File: src/rtl/c3lib_rst_seq_pkg.sv
// Shared types and widths for the staged reset-release sequencer.
package c3lib_rst_seq_pkg;

  typedef enum logic [2:0] {
    IDLE,
    WAIT_ACK,
    DLY,
    DONE,
    ERR
  } seq_state_e;

  localparam int unsigned TMR_W = 12;
  localparam int unsigned DLY_W = 8;

endpackage

File: src/rtl/c3lib_sync2_reset_ulvt_gate.sv
// Two-flop synchronizer, asynchronously reset to 0.
module c3lib_sync2_reset_ulvt_gate (
  input  logic clk,
  input  logic rst_n,
  input  logic d,
  output logic q
);

  logic meta;

  // Capture the asynchronous input and resolve metastability over two flops.
  always_ff @(posedge clk or negedge rst_n) begin
    if (!rst_n) begin
      meta <= 1'b0;
      q    <= 1'b0;
    end else begin
      meta <= d;
      q    <= meta;
    end
  end

endmodule

File: src/rtl/c3lib_rst_seq_ctrl.sv
// Staged reset-release sequencer: releases stage resets in order, waiting
// for each stage's synchronized ack plus a fixed delay before the next.
module c3lib_rst_seq_ctrl
  import c3lib_rst_seq_pkg::*;
#(
  parameter int NUM_STG = 4,
  parameter int RLS_DLY = 16,
  parameter int TIMEOUT = 1024,
  parameter int IDX_W   = $clog2(NUM_STG)
) (
  input  logic               clk,
  input  logic               rst_n,
  input  logic               seq_req,
  input  logic [NUM_STG-1:0] stg_ack_async,
  output logic [NUM_STG-1:0] stg_rst_n,
  output logic               seq_done,
  output logic               seq_err,
  output logic [IDX_W-1:0]   err_stg
);

  seq_state_e         state, state_nxt;
  logic [IDX_W-1:0]   idx, idx_nxt;
  logic [TMR_W-1:0]   tmr, tmr_nxt;
  logic [DLY_W-1:0]   dly_cnt, dly_nxt;
  logic [NUM_STG-1:0] rst_nxt;
  logic               done_nxt, err_nxt;
  logic [IDX_W-1:0]   err_stg_nxt;
  logic [NUM_STG-1:0] ack_s;
  logic [IDX_W-1:0]   drop_idx;

  for (genvar g = 0; g < NUM_STG; g++) begin : g_ack_sync
    c3lib_sync2_reset_ulvt_gate u_sync (
      .clk   (clk),
      .rst_n (rst_n),
      .d     (stg_ack_async[g]),
      .q     (ack_s[g])
    );
  end

  // Lowest-numbered stage whose synchronized ack is low.
  always_comb begin
    drop_idx = '0;
    for (int unsigned i = NUM_STG; i > 0; i--) begin
      if (!ack_s[i-1]) drop_idx = IDX_W'(i - 1);
    end
  end

  // State, counters and registered outputs.
  always_ff @(posedge clk or negedge rst_n) begin
    if (!rst_n) begin
      state     <= IDLE;
      idx       <= '0;
      tmr       <= '0;
      dly_cnt   <= '0;
      stg_rst_n <= '0;
      seq_done  <= 1'b0;
      seq_err   <= 1'b0;
      err_stg   <= '0;
    end else begin
      state     <= state_nxt;
      idx       <= idx_nxt;
      tmr       <= tmr_nxt;
      dly_cnt   <= dly_nxt;
      stg_rst_n <= rst_nxt;
      seq_done  <= done_nxt;
      seq_err   <= err_nxt;
      err_stg   <= err_stg_nxt;
    end
  end

  // Next-state and next-output logic; a dropped seq_req overrides everything.
  always_comb begin
    state_nxt   = state;
    idx_nxt     = idx;
    tmr_nxt     = tmr;
    dly_nxt     = dly_cnt;
    rst_nxt     = stg_rst_n;
    done_nxt    = seq_done;
    err_nxt     = seq_err;
    err_stg_nxt = err_stg;

    if (state != IDLE && !seq_req) begin
      state_nxt   = IDLE;
      idx_nxt     = '0;
      tmr_nxt     = '0;
      dly_nxt     = '0;
      rst_nxt     = '0;
      done_nxt    = 1'b0;
      err_nxt     = 1'b0;
      err_stg_nxt = '0;
    end else begin
      case (state)
        IDLE: begin
          if (seq_req) begin
            state_nxt = WAIT_ACK;
            idx_nxt   = '0;
            tmr_nxt   = '0;
            rst_nxt   = NUM_STG'(1);
          end
        end

        WAIT_ACK: begin
          if (tmr != '1) tmr_nxt = tmr + 1'b1;
          // Ack is checked first so a same-cycle ack beats the timeout.
          if (ack_s[idx]) begin
            if (idx == IDX_W'(NUM_STG - 1)) begin
              state_nxt = DONE;
              done_nxt  = 1'b1;
            end else begin
              state_nxt = DLY;
              dly_nxt   = DLY_W'(RLS_DLY - 1);
            end
          end else if (tmr == TMR_W'(TIMEOUT - 1)) begin
            state_nxt   = ERR;
            rst_nxt     = '0;
            done_nxt    = 1'b0;
            err_nxt     = 1'b1;
            err_stg_nxt = idx;
          end
        end

        DLY: begin
          if (dly_cnt == '0) begin
            state_nxt = WAIT_ACK;
            idx_nxt   = idx + 1'b1;
            tmr_nxt   = '0;
            rst_nxt   = stg_rst_n | (NUM_STG'(1) << (idx + 1'b1));
          end else begin
            dly_nxt = dly_cnt - 1'b1;
          end
        end

        DONE: begin
          if (!(&ack_s)) begin
            state_nxt   = ERR;
            rst_nxt     = '0;
            done_nxt    = 1'b0;
            err_nxt     = 1'b1;
            err_stg_nxt = drop_idx;
          end
        end

        ERR: begin
          rst_nxt  = '0;
          done_nxt = 1'b0;
          err_nxt  = 1'b1;
        end

        default: begin
          state_nxt   = IDLE;
          idx_nxt     = '0;
          tmr_nxt     = '0;
          dly_nxt     = '0;
          rst_nxt     = '0;
          done_nxt    = 1'b0;
          err_nxt     = 1'b0;
          err_stg_nxt = '0;
        end
      endcase
    end
  end

endmodule

File: config.mk
export PLATFORM = sky130hd
export DESIGN_NAME = c3lib_rst_seq_ctrl
export DESIGN_NICKNAME = d
export VERILOG_FILES = /design/src/rtl/c3lib_rst_seq_pkg.sv /design/src/rtl/c3lib_sync2_reset_ulvt_gate.sv /design/src/rtl/c3lib_rst_seq_ctrl.sv
export SDC_FILE = /design/constraint.sdc
export NUM_CORES = 1
export LEC_CHECK = 0
export CORE_MARGIN = 4
export CORE_UTILIZATION = 35
export CTS_BUF_LIST = sky130_fd_sc_hd__clkbuf_4
export CTS_CLUSTER_SIZE = 10
export DETAILED_ROUTE_END_ITERATION = 6
export DONT_BUFFER_PORTS = 1
export HOLD_SLACK_MARGIN = 0.03
export PLACE_DENSITY_LB_ADDON = 0.15
export SETUP_SLACK_MARGIN = 0.05
export SYNTH_ARGS = -nofsm -noshare
export SYNTH_HDL_FRONTEND = slang
export SYNTH_SLANG_ARGS = --single-unit
File: constraint.sdc
create_clock -name clk -period 2 [get_ports clk]
set_input_delay 0.1 -clock clk [delete_from_list [all_inputs] [get_ports clk]]
set_output_delay 0.1 -clock clk [all_outputs]
set_load 0.02 [all_outputs]
# Yosys cells after proc, flatten, opt, wreduce, memory -nomap -nowiden
# Index checks and enable logic that the tools add are counted.
[op_classes]
bitwise_logic = 1
n_reduce_logical = 19
mux = 51
addsub = 3
magnitude_cmp = 1
eq_ne = 24
shifts = 1
n_div = 0
mul = 0
[op_table]
columns = ["operator", "count"]
rows = [
  ["$mux W12", 4],
  ["$pmux W12 S4", 1],
  ["$mux W8", 4],
  ["$ne A3 B3 Y1 const B", 9],
  ["$mux W4", 6],
  ["$pmux W8 S3", 1],
  ["$reduce_and A4 Y1", 6],
  ["$mux W2", 11],
  ["$mux W3", 6],
  ["$pmux W4 S4", 1],
  ["$pmux W3 S5", 1],
  ["$add A12 B1 Y12 const B", 1],
  ["$eq A12 B10 Y1 const B", 1],
  ["$ne A12 B12 Y1 const B", 1],
  ["$pmux W2 S3", 2],
  ["$mux W1", 11],
  ["$ne A2 B1 Y1 const B", 5],
  ["$reduce_and A5 Y1", 2],
  ["$reduce_or A3 Y1", 3],
  ["$logic_not A8 Y1", 1],
  ["$ne A4 B4 Y1 const B", 2],
  ["$sub A8 B1 Y8 const B", 1],
  ["$eq A3 B2 Y1 const B", 2],
  ["$or A4 B4 Y4", 1],
  ["16 further kinds", 17],
]
[totals]
latchBits = 0
rom_bits = 0
reg_bits = 41
wordCells = 116
out_inout_bits = 8
inputBits = 7
ram_bits = 0
mem_count = 0

# Logic depth before layout (Yosys ltp)
# Gate-level depths: netlist of the first run.
[depth]
word_depth = 7
ltp_mapped = 8
depth_no_buf = 7

# Modules after synthesis
# From an unflattened synthesis of the first run, not the netlist that was laid out.
[unflattened]
cells_unflattened = 235
hier_area_um2 = 2254.7
[modules_own_cells]
columns = ["module", "n_inst", "cells_per_inst", "area_each_um2", "seq_area_each_um2"]
rows = [
  ["c3lib_rst_seq_ctrl", 1, 227, 2054.5, 825.8],
  ["c3lib_sync2_reset_ulvt_gate", 4, 2, 50.0, 50.0],
]

# Worst setup path after synthesis of the first run
# OpenSTA, ideal clock, no wires.
[synth_timing]
kind = "reg2reg"
startpoint = "register idx[1]"
endpoint = "register stg_rst_n[1]"
t_arrival_ps = 1752
n_path_buf = 0
required_ps = 1864
slack_ps = 112
stages_incl_launch_ff = 6
path_cell_list = "dfrtp_1 mux4_2 nor4_2 nand2b_1 and2_1 a21oi_1"
[synth_between]
elab_chain_len = 6
elab_cells_between_ends = 10
cone_classes = "add/sub: 1; eq/ne: 1; shift: 1; mux: 5; bitwise: 1; reduce/logical: 1"
[synth_lines]
columns = ["item", "line", "source"]
rows = [
  ["from (decl)", "c3lib_rst_seq_ctrl.sv:22", "logic [IDX_W-1:0] idx, idx_nxt;"],
  ["from (signal assigned)", "c3lib_rst_seq_ctrl.sv:61", "idx <= idx_nxt;"],
  ["$add A2 B1 Y2", "c3lib_rst_seq_ctrl.sv:127", "rst_nxt = stg_rst_n | (NUM_STG'(1) << (idx + 1'b1));"],
  ["$shl A1 B2 Y4", "c3lib_rst_seq_ctrl.sv:127", ""],
  ["$or A4 B4 Y4", "c3lib_rst_seq_ctrl.sv:127", ""],
  ["$mux W4", "c3lib_rst_seq_ctrl.sv:123", "if (dly_cnt == '0) begin"],
  ["$pmux W4 S4", "c3lib_rst_seq_ctrl.sv:92", "case (state)"],
  ["$mux W4", "c3lib_rst_seq_ctrl.sv:82", "if (state != IDLE && !seq_req) begin"],
  ["to (signal assigned)", "c3lib_rst_seq_ctrl.sv:64", "stg_rst_n <= rst_nxt;"],
  ["to (decl)", "c3lib_rst_seq_ctrl.sv:15", "output logic [NUM_STG-1:0] stg_rst_n,"],
]
# Parallel ways exist; a longest one is shown, timed or not. The select of a mux whose other input is x is not followed.
# A chain may end at the register's enable or synchronous reset.

# Final worst setup path of the first run
[layout_timing]
startpoint = "register dly_cnt[1]"
endpoint = "register tmr[1]"
[layout_between]
elab_chain_len = 3
[layout_lines]
columns = ["item", "line", "source"]
rows = [
  ["from (decl)", "c3lib_rst_seq_ctrl.sv:24", "logic [DLY_W-1:0] dly_cnt, dly_nxt;"],
  ["from (signal assigned)", "c3lib_rst_seq_ctrl.sv:63", "dly_cnt <= dly_nxt;"],
  ["$logic_not A8 Y1", "c3lib_rst_seq_ctrl.sv:123", ""],
  ["$ne A3 B3 Y1 (no line)", "n/a", ""],
  ["$reduce_and A4 Y1 (no line)", "n/a", ""],
  ["to (signal assigned)", "c3lib_rst_seq_ctrl.sv:62", "tmr <= tmr_nxt;"],
  ["to (decl)", "c3lib_rst_seq_ctrl.sv:23", "logic [TMR_W-1:0] tmr, tmr_nxt;"],
]
# Every way passes these cells.

==> results of run 1 <==
-- worst reg2reg max path, delay by kind of cell (launching register included) --
family / cells / cell delay, ns
AOI/OAI and AO/OA: 2 / 0.34
adders and majority gates: 1 / 0.12
buffers and inverters: 2 / 0.24
DFF: 1 / 0.41
muxes: 1 / 0.19
and+or+nand+nor: 2 / 0.59
-- sequential cells by signal (all words and copies together), names as in the netlist --
signal	count
stg_rst_n	4
idx	2
g_ack_sync.u_sync.q	4
tmr	12
state	3
dly_cnt	8
err_stg	2
seq_done	1
seq_err	1
g_ack_sync.u_sync.meta	4
-- cell usage in the layout, fill, tap and decap left out, types with 2 or more instances in the layout --
cell                            Yosys  routed
sky130_fd_sc_hd__a21oi_1           13      10
sky130_fd_sc_hd__o31ai_1            3       3
sky130_fd_sc_hd__o21ai_0           14      14
sky130_fd_sc_hd__or3_1              2       2
sky130_fd_sc_hd__mux2_2             2       2
sky130_fd_sc_hd__nand2_1           20      20
sky130_fd_sc_hd__nand4_1            3       3
sky130_fd_sc_hd__o211a_1            2       2
sky130_fd_sc_hd__a21o_1             2       2
sky130_fd_sc_hd__buf_4              0      31
sky130_fd_sc_hd__mux2i_1            4       4
sky130_fd_sc_hd__o21ai_1            3       3
sky130_fd_sc_hd__nor3_1             8       8
sky130_fd_sc_hd__dlygate4sd3_1      0       6
sky130_fd_sc_hd__nand3_1            9       9
sky130_fd_sc_hd__clkbuf_4           0       5
sky130_fd_sc_hd__inv_2              0       2
sky130_fd_sc_hd__nand2b_1           5       4
sky130_fd_sc_hd__a221o_1            2       2
sky130_fd_sc_hd__o22ai_1            2       2
sky130_fd_sc_hd__o21a_1             3       3
sky130_fd_sc_hd__a31oi_1           16      16
sky130_fd_sc_hd__dfrtp_1           41      41
sky130_fd_sc_hd__a21oi_2            2       5
sky130_fd_sc_hd__o211ai_1           2       2
sky130_fd_sc_hd__and3_1             3       3
sky130_fd_sc_hd__nor2_1            18      17
sky130_fd_sc_hd__ha_1               8       6
sky130_fd_sc_hd__or4_1              2       2
sky130_fd_sc_hd__nor4_1             2       2
sky130_fd_sc_hd__xnor2_1            2       2
sky130_fd_sc_hd__nor4_4             1       2
sky130_fd_sc_hd__inv_1             12      10
-- area by class of cell --
cell class                 instances  area [um2]
fill                             610        3329
clock inverter                     3       21.27
sequential                        41        1026
inverter                          13       48.80
tap                               75       93.84
timing repair buffer              39       324.1
multi-input combinational        172        1215
clock buffer                       5       37.54
-- routing by layer --
| layer | vias to the layer above | share of wire [%] |
|---|---|---|
| met5 | - | 0 |
| met4 | 0 | 1.2 |
| met3 | 7 | 3.6 |
| met2 | 28 | 45 |
| met1 | 932 | 50 |
| li1 | 941 | - |
-- timing repair --
item                                    4_1_cts  5_1_grt
gates resized for setup                       5       13
setup buffers                                 2        3
pin swaps                                     3       10
endpoints found under the setup margin       17       26
hold buffers                                  7        0
hold endpoints to repair                     46        0
-- kinds of logic (layout without fill, tap and decap cells) --
family	after synthesis	count (layout)
AND/OR/NAND/NOR	85	85
AO/OA/AOI/OAI	70	70
flip-flops	41	41
buffers and inverters	21	60
adder cells (fa/ha/maj)	8	8
multiplexers	7	7
XOR/XNOR	2	2
-- stage by stage --
stage                     cell area, um2  setup TNS (ns)
after floorplan                     2257               0
after global placement              2514               0
after detailed placement            2514               0
after CTS                           2698               0
after global routing                2766         -0.4106
final                               2766               0
-- worst max path at each step --
stage                                start                  endpoint  slack, ns  depth (start not counted)
floorplan               idx[1]$_DFFE_PN0P_  stg_rst_n[1]$_DFFE_PN0P_       0.11                          5
detailed placement  dly_cnt[1]$_DFFE_PN0P_        tmr[1]$_DFFE_PN0P_     0.0008                          8
finish              dly_cnt[1]$_DFFE_PN0P_        tmr[1]$_DFFE_PN0P_       0.05                          8
global route        dly_cnt[1]$_DFFE_PN0P_        tmr[1]$_DFFE_PN0P_      -0.06                          8
global placement        idx[1]$_DFFE_PN0P_  stg_rst_n[2]$_DFFE_PN0P_       0.03                          5
CTS                 dly_cnt[1]$_DFFE_PN0P_        tmr[1]$_DFFE_PN0P_       0.02                          8
-- power by group --
group	switching [uW]	total (uW)	internal, uW
Combinational	838	1590	754
Sequential	213	1180	971
Clock	301	440	139
Total	1350	3220	1860
==> impl_metrics.prom, run 1 <==
# TYPE chip_impl_metric gauge
chip_impl_info{name="outcome",value="finished clean"} 1
chip_impl_metric{name="cp.arrival",unit="ns"} 2.24
chip_impl_metric{name="global_route.usage.met2",unit="%"} 24.07
chip_impl_metric{name="least_margin_pin_slew",unit="ns"} 0.3907
chip_impl_info{name="yosys.cell_count.top_type",value="sky130_fd_sc_hd__dfrtp_1"} 1
chip_impl_info{name="timing.rr.end",value="tmr[1]$_DFFE_PN0P_"} 1
chip_impl_metric{name="relSlewSlack",unit="%"} 73.95
chip_impl_metric{name="dp_hpwl",unit="mm"} 3.900
chip_impl_info{name="main_combinational_cell_family_by_area_after_synthesis",value="simple AND/OR/NAND/NOR gates"} 1
chip_impl_metric{name="grt_use_met3",unit="%"} 3.445
chip_impl_metric{name="nets",unit=""} 287
chip_impl_info{name="clock_tree.root_cell",value="sky130_fd_sc_hd__clkbuf_4"} 1
chip_impl_info{name="cp_top_family",value="simple AND/OR/NAND/NOR gates"} 1
chip_impl_metric{name="pwr_per_cell_area",unit="mW/mm2"} 1163
chip_impl_metric{name="avgRoutedWirePerCell",unit="um"} 15.84
chip_impl_metric{name="whs_path_depth",unit=""} 2
chip_impl_metric{name="core-area",unit="mm2"} 0.006096
chip_impl_metric{name="synth.area.mux_share",unit="%"} 3.769
chip_impl_metric{name="post_drt_via_cell_ratio",unit=""} 5.483
chip_impl_metric{name="antenna_cells_inserted",unit=""} 0
chip_impl_metric{name="synthDominantCellAreaShare",unit="%"} 45.45
chip_impl_metric{name="remaining_drc_errors",unit=""} 0
chip_impl_info{name="synth_area_leader_cell",value="sky130_fd_sc_hd__dfrtp_1"} 1
chip_impl_metric{name="finalClockSkew",unit="ns"} 0.01338
chip_impl_info{name="hold_startpoint",value="seq_req"} 1
chip_impl_metric{name="ctsLongestPathBuffers",unit=""} 2
chip_impl_metric{name="synthesis.instances",unit=""} 234
chip_impl_metric{name="route.antenna.remaining_nets",unit=""} 0
chip_impl_metric{name="global_route.usage.total",unit="%"} 15.09
chip_impl_metric{name="leakage",unit="uW"} 0.001219
chip_impl_metric{name="initialDrtViolationCount",unit=""} 92
chip_impl_metric{name="synthToLayoutAreaGrowth",unit="%"} 22.56
chip_impl_metric{name="synth-compound-area-share",unit="%"} 20.29
chip_impl_metric{name="maxCapViolations",unit=""} 0
chip_impl_metric{name="final_layout_size_suffix_gt1_share",unit="%"} 23.81
chip_impl_metric{name="r2r.worst_path.cells",unit=""} 8
chip_impl_info{name="slowest_stage",value="sky130_fd_sc_hd__or4b_4"} 1
chip_impl_metric{name="die_w",unit="um"} 88.31
chip_impl_metric{name="h-tree-depth",unit=""} 2
chip_impl_metric{name="num_vias",unit=""} 1908
chip_impl_metric{name="total_routed_length",unit="mm"} 5.514
chip_impl_metric{name="hold_viol_final",unit=""} 0
chip_impl_metric{name="port-buffer-count",unit=""} 0
chip_impl_metric{name="clk_slew_on_worst_s_h_paths",unit="ns"} 0.14
chip_impl_metric{name="place_inst",unit=""} 328
chip_impl_metric{name="synth-edff-count",unit=""} 0
chip_impl_metric{name="crit_fanout",unit=""} 4
chip_impl_metric{name="drt-pass1-iter-count",unit=""} 4
chip_impl_info{name="top_usage_layer",value="met2"} 1
chip_impl_metric{name="worst_path_setup_slack_after_routing",unit="ns"} 0.04803
chip_impl_metric{name="global_route.usage.met1",unit="%"} 20.25
chip_impl_metric{name="timing.critical_path.required",unit="ns"} 2.29
chip_impl_metric{name="syn_avg_cell_area",unit="um2"} 9.646
chip_impl_info{name="setup.worst_path.class",value="flip-flop to flip-flop"} 1
chip_impl_metric{name="net_count_synth",unit=""} 249
chip_impl_metric{name="numClockSinks",unit=""} 41
chip_impl_info{name="reg2reg_from",value="dly_cnt[1]$_DFFE_PN0P_"} 1
chip_impl_info{name="type_of_the_tightest_min_delay_check",value="input pin to flip-flop"} 1
chip_impl_info{name="ys_top_cells_by_area",value="sky130_fd_sc_hd__dfrtp_1 (45%), sky130_fd_sc_hd__a31oi_1 (4.4%), sky130_fd_sc_hd__ha_1 (4.4%)"} 1
chip_impl_metric{name="grt_remaining_overflow",unit=""} 0
chip_impl_metric{name="gpl.final_weighted_congestion",unit=""} 0.7868
chip_impl_metric{name="floorplan.initialDensity",unit="%"} 37.03
chip_impl_info{name="synth_ff_type",value="sky130_fd_sc_hd__dfrtp_1"} 1
chip_impl_metric{name="post_synth_fa_ha_maj_area_fraction",unit="%"} 4.435
chip_impl_metric{name="floorplan.rows",unit=""} 28
chip_impl_metric{name="max-vdd-ir-drop",unit="mV"} 0.6163
chip_impl_metric{name="synth_simple_gate_area_share",unit="%"} 21.34
chip_impl_info{name="min_to",value="state[2]$_DFFE_PN0P_"} 1
chip_impl_info{name="worst_setup_path_end_kind",value="flip-flop"} 1
chip_impl_metric{name="reg2reg_slack",unit="ns"} 0.05
chip_impl_metric{name="die_height",unit="um"} 88.31
chip_impl_metric{name="pin_count_of_the_biggest_net_entering_global_routing",unit=""} 42
chip_impl_metric{name="yosys_reg_bits",unit=""} 41
chip_impl_info{name="synthTopCellsByCount",value="sky130_fd_sc_hd__dfrtp_1 (41), sky130_fd_sc_hd__nand2_1 (20), sky130_fd_sc_hd__nor2_1 (18)"} 1
chip_impl_metric{name="final_max_slew_viol_count",unit=""} 0
chip_impl_metric{name="max_stage_delay",unit="ns"} 0.46
chip_impl_metric{name="global_route_wire_length_before_repair",unit="mm"} 9.128
chip_impl_metric{name="via_count_of_the_first_global_routing_pass",unit=""} 1906
chip_impl_metric{name="die-area",unit="mm2"} 0.007798
chip_impl_metric{name="timing.fmax",unit="MHz"} 512.3
chip_impl_metric{name="number_of_setup_violations_in_the_final_report",unit=""} 0
chip_impl_metric{name="worstPathBufferInverterCount",unit=""} 2
chip_impl_metric{name="yosys.cell_types.count",unit=""} 52
chip_impl_metric{name="synth_xor_area_share",unit="%"} 0.7761
chip_impl_info{name="rsz_0062_raised_after_global_routing",value="yes"} 1
chip_impl_metric{name="preCtsSetupSlack",unit="ns"} 0.0008000
chip_impl_metric{name="total_power",unit="uW"} 3216
chip_impl_info{name="cp-start-kind",value="flip-flop"} 1
chip_impl_metric{name="period_minus_slack",unit="ns"} 1.952
chip_impl_info{name="tritoncts",value="done"} 1
chip_impl_metric{name="final_min_period_over_clock_period",unit="%"} 97.60
chip_impl_info{name="crit_chain",value="inv_2 > ha_4 > or4b_4 > o211ai_1 > nand4_1 > a21oi_2 > buf_4 > mux2i_1"} 1
chip_impl_metric{name="final_cell_count_no_fill",unit=""} 348
chip_impl_metric{name="sequential_fraction_of_the_synthesis_area",unit="%"} 45.45
chip_impl_metric{name="final_core_utilization",unit="%"} 45.38
chip_impl_metric{name="boundaryPins",unit=""} 15
chip_impl_metric{name="post_synth_instance_area",unit="mm2"} 0.002257
chip_impl_metric{name="synth-warning-count",unit=""} 0
chip_impl_metric{name="grt_antenna_before_repair",unit=""} 0
chip_impl_metric{name="clk-insertion-delay-late",unit="ns"} 0.36
chip_impl_metric{name="number_of_buffers_created_by_cts",unit=""} 5
chip_impl_metric{name="synth-async-reset-ratio",unit="%"} 100.0
chip_impl_metric{name="hold-worst-slack",unit="ns"} 0.05149
Power figures use the tool's default switching activity.
==> run 2, diff against run 1 <==
--- a/config.mk
+++ b/config.mk
@@ -12,7 +12,7 @@
 export DETAILED_ROUTE_END_ITERATION = 6
 export DONT_BUFFER_PORTS = 1
 export HOLD_SLACK_MARGIN = 0.03
-export PLACE_DENSITY_LB_ADDON = 0.15
+export PLACE_DENSITY_LB_ADDON = 0.05
 export SETUP_SLACK_MARGIN = 0.05
 export SYNTH_ARGS = -nofsm -noshare
 export SYNTH_HDL_FRONTEND = slang
==> impl_metrics.prom, run 2 (synthesis gave the netlist of run 1 again) <==
# TYPE chip_impl_metric gauge
chip_impl_metric{name="multi_input_comb_area",unit="mm2"} 0.001219
chip_impl_info{name="crit_chain",value="inv_1 > ha_1 > or4b_4 > o211ai_1 > nand4_1 > a21oi_2 > buf_12 > mux2i_1"} 1
chip_impl_info{name="worst_setup_path_end_kind",value="flip-flop"} 1
chip_impl_metric{name="route.antenna.remaining_nets",unit=""} 0
chip_impl_metric{name="drt-pass1-iter-count",unit=""} 4
chip_impl_metric{name="maxCapViolations",unit=""} 0
chip_impl_metric{name="clk_slew_on_worst_s_h_paths",unit="ns"} 0.14
chip_impl_metric{name="sequential_cell_area",unit="mm2"} 0.001026
chip_impl_metric{name="worst_path_setup_slack_after_routing",unit="ns"} 0.02740
chip_impl_metric{name="ctsLongestPathBuffers",unit=""} 2
chip_impl_info{name="mostFrequentLayoutCell",value="sky130_fd_sc_hd__dfrtp_1"} 1
chip_impl_metric{name="die_w",unit="um"} 88.31
chip_impl_info{name="tritoncts",value="done"} 1
chip_impl_info{name="rsz_0062_raised_after_global_routing",value="yes"} 1
chip_impl_metric{name="layout.cell_area.non_filler",unit="mm2"} 0.002789
chip_impl_metric{name="boundaryPins",unit=""} 15
chip_impl_metric{name="fill_cells",unit=""} 621
chip_impl_metric{name="grt_antenna_before_repair",unit=""} 0
chip_impl_info{name="type_of_the_tightest_min_delay_check",value="input pin to flip-flop"} 1
chip_impl_metric{name="numClockSinks",unit=""} 41
chip_impl_info{name="clock_tree.root_cell",value="sky130_fd_sc_hd__clkbuf_4"} 1
chip_impl_metric{name="global_route.usage.total",unit="%"} 15.94
chip_impl_metric{name="flip_flop_count_of_the_largest_register_after_layout",unit=""} 12
chip_impl_metric{name="final_min_period_over_clock_period",unit="%"} 98.63
chip_impl_metric{name="leakage",unit="uW"} 0.001232
chip_impl_metric{name="avgRoutedWirePerCell",unit="um"} 16.14
chip_impl_metric{name="h-tree-depth",unit=""} 2
chip_impl_metric{name="number_of_setup_violations_in_the_final_report",unit=""} 0
chip_impl_metric{name="max_stage_delay",unit="ns"} 0.47
chip_impl_metric{name="grt_remaining_overflow",unit=""} 0
chip_impl_metric{name="period_minus_slack",unit="ns"} 1.973
chip_impl_metric{name="share_seq_of_total_power",unit="%"} 37.9
chip_impl_metric{name="comb_power_share",unit="%"} 48.6
chip_impl_metric{name="worstPathBufferInverterCount",unit=""} 2
chip_impl_metric{name="cp.arrival",unit="ns"} 2.28
chip_impl_info{name="mostFrequentLayoutCells",value="sky130_fd_sc_hd__dfrtp_1 (41), sky130_fd_sc_hd__buf_4 (29), sky130_fd_sc_hd__nand2_1 (20), sky130_fd_sc_hd__nor2_1 (17), sky130_fd_sc_hd__a31oi_1 (15)"} 1
chip_impl_metric{name="synthToLayoutAreaGrowth",unit="%"} 23.56
chip_impl_metric{name="hold_viol_final",unit=""} 0
chip_impl_metric{name="preCtsSetupSlack",unit="ns"} -0.07276
chip_impl_metric{name="p_sw_share",unit="%"} 41.96
chip_impl_metric{name="gpl.final_weighted_congestion",unit=""} 0.8184
chip_impl_metric{name="power_switching",unit="uW"} 1351
chip_impl_metric{name="final_core_utilization",unit="%"} 45.75
chip_impl_metric{name="final_max_slew_viol_count",unit=""} 0
chip_impl_info{name="largest_regs",value="tmr: 12 flops, dly_cnt: 8 flops"} 1
chip_impl_metric{name="finalClockSkew",unit="ns"} 0.01820
chip_impl_metric{name="die-area",unit="mm2"} 0.007798
chip_impl_metric{name="dp_hpwl",unit="mm"} 4.141
chip_impl_metric{name="initialDrtViolationCount",unit=""} 106
chip_impl_metric{name="post_drt_via_cell_ratio",unit=""} 5.572
chip_impl_metric{name="global_route_wire_length_before_repair",unit="mm"} 9.653
chip_impl_metric{name="relSlewSlack",unit="%"} 71.82
chip_impl_metric{name="die_height",unit="um"} 88.31
chip_impl_metric{name="pin_count_of_the_biggest_net_entering_global_routing",unit=""} 42
chip_impl_metric{name="via_count_of_the_first_global_routing_pass",unit=""} 1960
chip_impl_metric{name="total_routed_length",unit="mm"} 5.616
chip_impl_metric{name="nets",unit=""} 287
chip_impl_info{name="cp_top_family",value="simple AND/OR/NAND/NOR gates"} 1
chip_impl_metric{name="number_of_buffers_created_by_cts",unit=""} 5
chip_impl_info{name="max_flop_register",value="tmr"} 1
chip_impl_metric{name="port-buffer-count",unit=""} 0
chip_impl_metric{name="crit_fanout",unit=""} 12
chip_impl_metric{name="remaining_drc_errors",unit=""} 0
chip_impl_metric{name="least_margin_pin_slew",unit="ns"} 0.4227
chip_impl_metric{name="floorplan.initialDensity",unit="%"} 37.03
chip_impl_metric{name="antenna_cells_inserted",unit=""} 0
chip_impl_metric{name="clk-insertion-delay-late",unit="ns"} 0.37
chip_impl_info{name="outcome",value="finished clean"} 1
chip_impl_metric{name="final_layout_size_suffix_gt1_share",unit="%"} 22.34
chip_impl_metric{name="max-vdd-ir-drop",unit="mV"} 0.5665
chip_impl_metric{name="num_vias",unit=""} 1939
chip_impl_info{name="cp-start-kind",value="flip-flop"} 1
chip_impl_metric{name="hold-worst-slack",unit="ns"} 0.05740
chip_impl_metric{name="pwr_per_cell_area",unit="mW/mm2"} 1154
chip_impl_metric{name="floorplan.rows",unit=""} 28
chip_impl_metric{name="cell_internal_pwr",unit="uW"} 1869
chip_impl_metric{name="timing.critical_path.required",unit="ns"} 2.31
chip_impl_info{name="slowest_stage",value="sky130_fd_sc_hd__or4b_4"} 1
chip_impl_metric{name="core-area",unit="mm2"} 0.006096
chip_impl_metric{name="share_clk_of_total_power",unit="%"} 13.6
chip_impl_metric{name="timing.fmax",unit="MHz"} 506.9
chip_impl_info{name="setup.worst_path.class",value="flip-flop to flip-flop"} 1
chip_impl_metric{name="place_area",unit="mm2"} 0.002504
==> run 2: layer usage <==
| layer | vias up | GRT usage (%) | routed length [um] |
|---|---|---|---|
| met1 | 948 | 21.16 | 2678 |
| met3 | 5 | 3.911 | 206 |
| li1 | 947 | - | - |
| met2 | 39 | 25.76 | 2677 |
| met4 | 0 | 4.808 | 55 |
| met5 | - | 0 | 0 |
==> run 2: layout make-up <==
class / instances / area share [%]
clock buffers: 5 / 1.346
clock inverters: 3 / 0.8973
inverters: 13 / 1.750
flip-flops and latches: 41 / 36.79
well taps: 75 / 3.365
repair buffers: 39 / 12.16
multi-input cells: 172 / 43.70
==> run 2: path summary, 6_finish.rpt <==
kind | depth (start not counted) | slack (ns) | endpoint | from
max | 8 | 0.03 | tmr[1]$_DFFE_PN0P_ | dly_cnt[0]$_DFFE_PN0P_
min | 3 | 0.06 | state[0]$_DFFE_PN0P_ | seq_req
max reg2reg | 8 | 0.03 | tmr[1]$_DFFE_PN0P_ | dly_cnt[0]$_DFFE_PN0P_
min reg2reg | 0 | 0.37 | g_ack_sync[2].u_sync.q$_DFF_PN0_ | g_ack_sync[2].u_sync.meta$_DFF_PN0_
max in group asynchronous | 2 | 1.62 | err_stg[0]$_DFFE_PN0P_ | rst_n
min in group asynchronous | 2 | 0.18 | tmr[6]$_DFFE_PN0P_ | rst_n
==> run 2: timing repair <==
item / in CTS / in global routing
buffers inserted: 5 / 2
pin swaps: 4 / 3
resized for setup: 8 / 8
hold buffers: 7 / 1
endpoints found under the setup margin: 22 / 28
endpoints found under the hold margin: 47 / 1
==> run 2: tightest hold or removal path, delay by kind of cell <==
family | cells | cell delay (ns)
AO/OA/AOI/OAI | 2 | 0.24
multiplexers | 1 | 0.05
==> run 2: power by group through the flow <==
stage / Sequential, uW / Clock, uW / Combinational [uW]
floorplan: 1130 / 0 / 945
finish: 1220 / 438 / 1560
CTS: 1210 / 454 / 1480
global placement: 1210 / 0 / 1340
detailed placement: 1220 / 0 / 1360
global route: 1250 / 491 / 1740
==> run 2: stage by stage <==
stage / std cells / TNS, ns / power [uW]
floorplan: 234 / 0 / 2074
global placement: 325 / -0.04874 / 2551
detailed placement: 325 / -0.3533 / 2584
CTS: 345 / 0 / 3138
global route: 348 / -0.6278 / 3482
finish: 348 / 0 / 3220
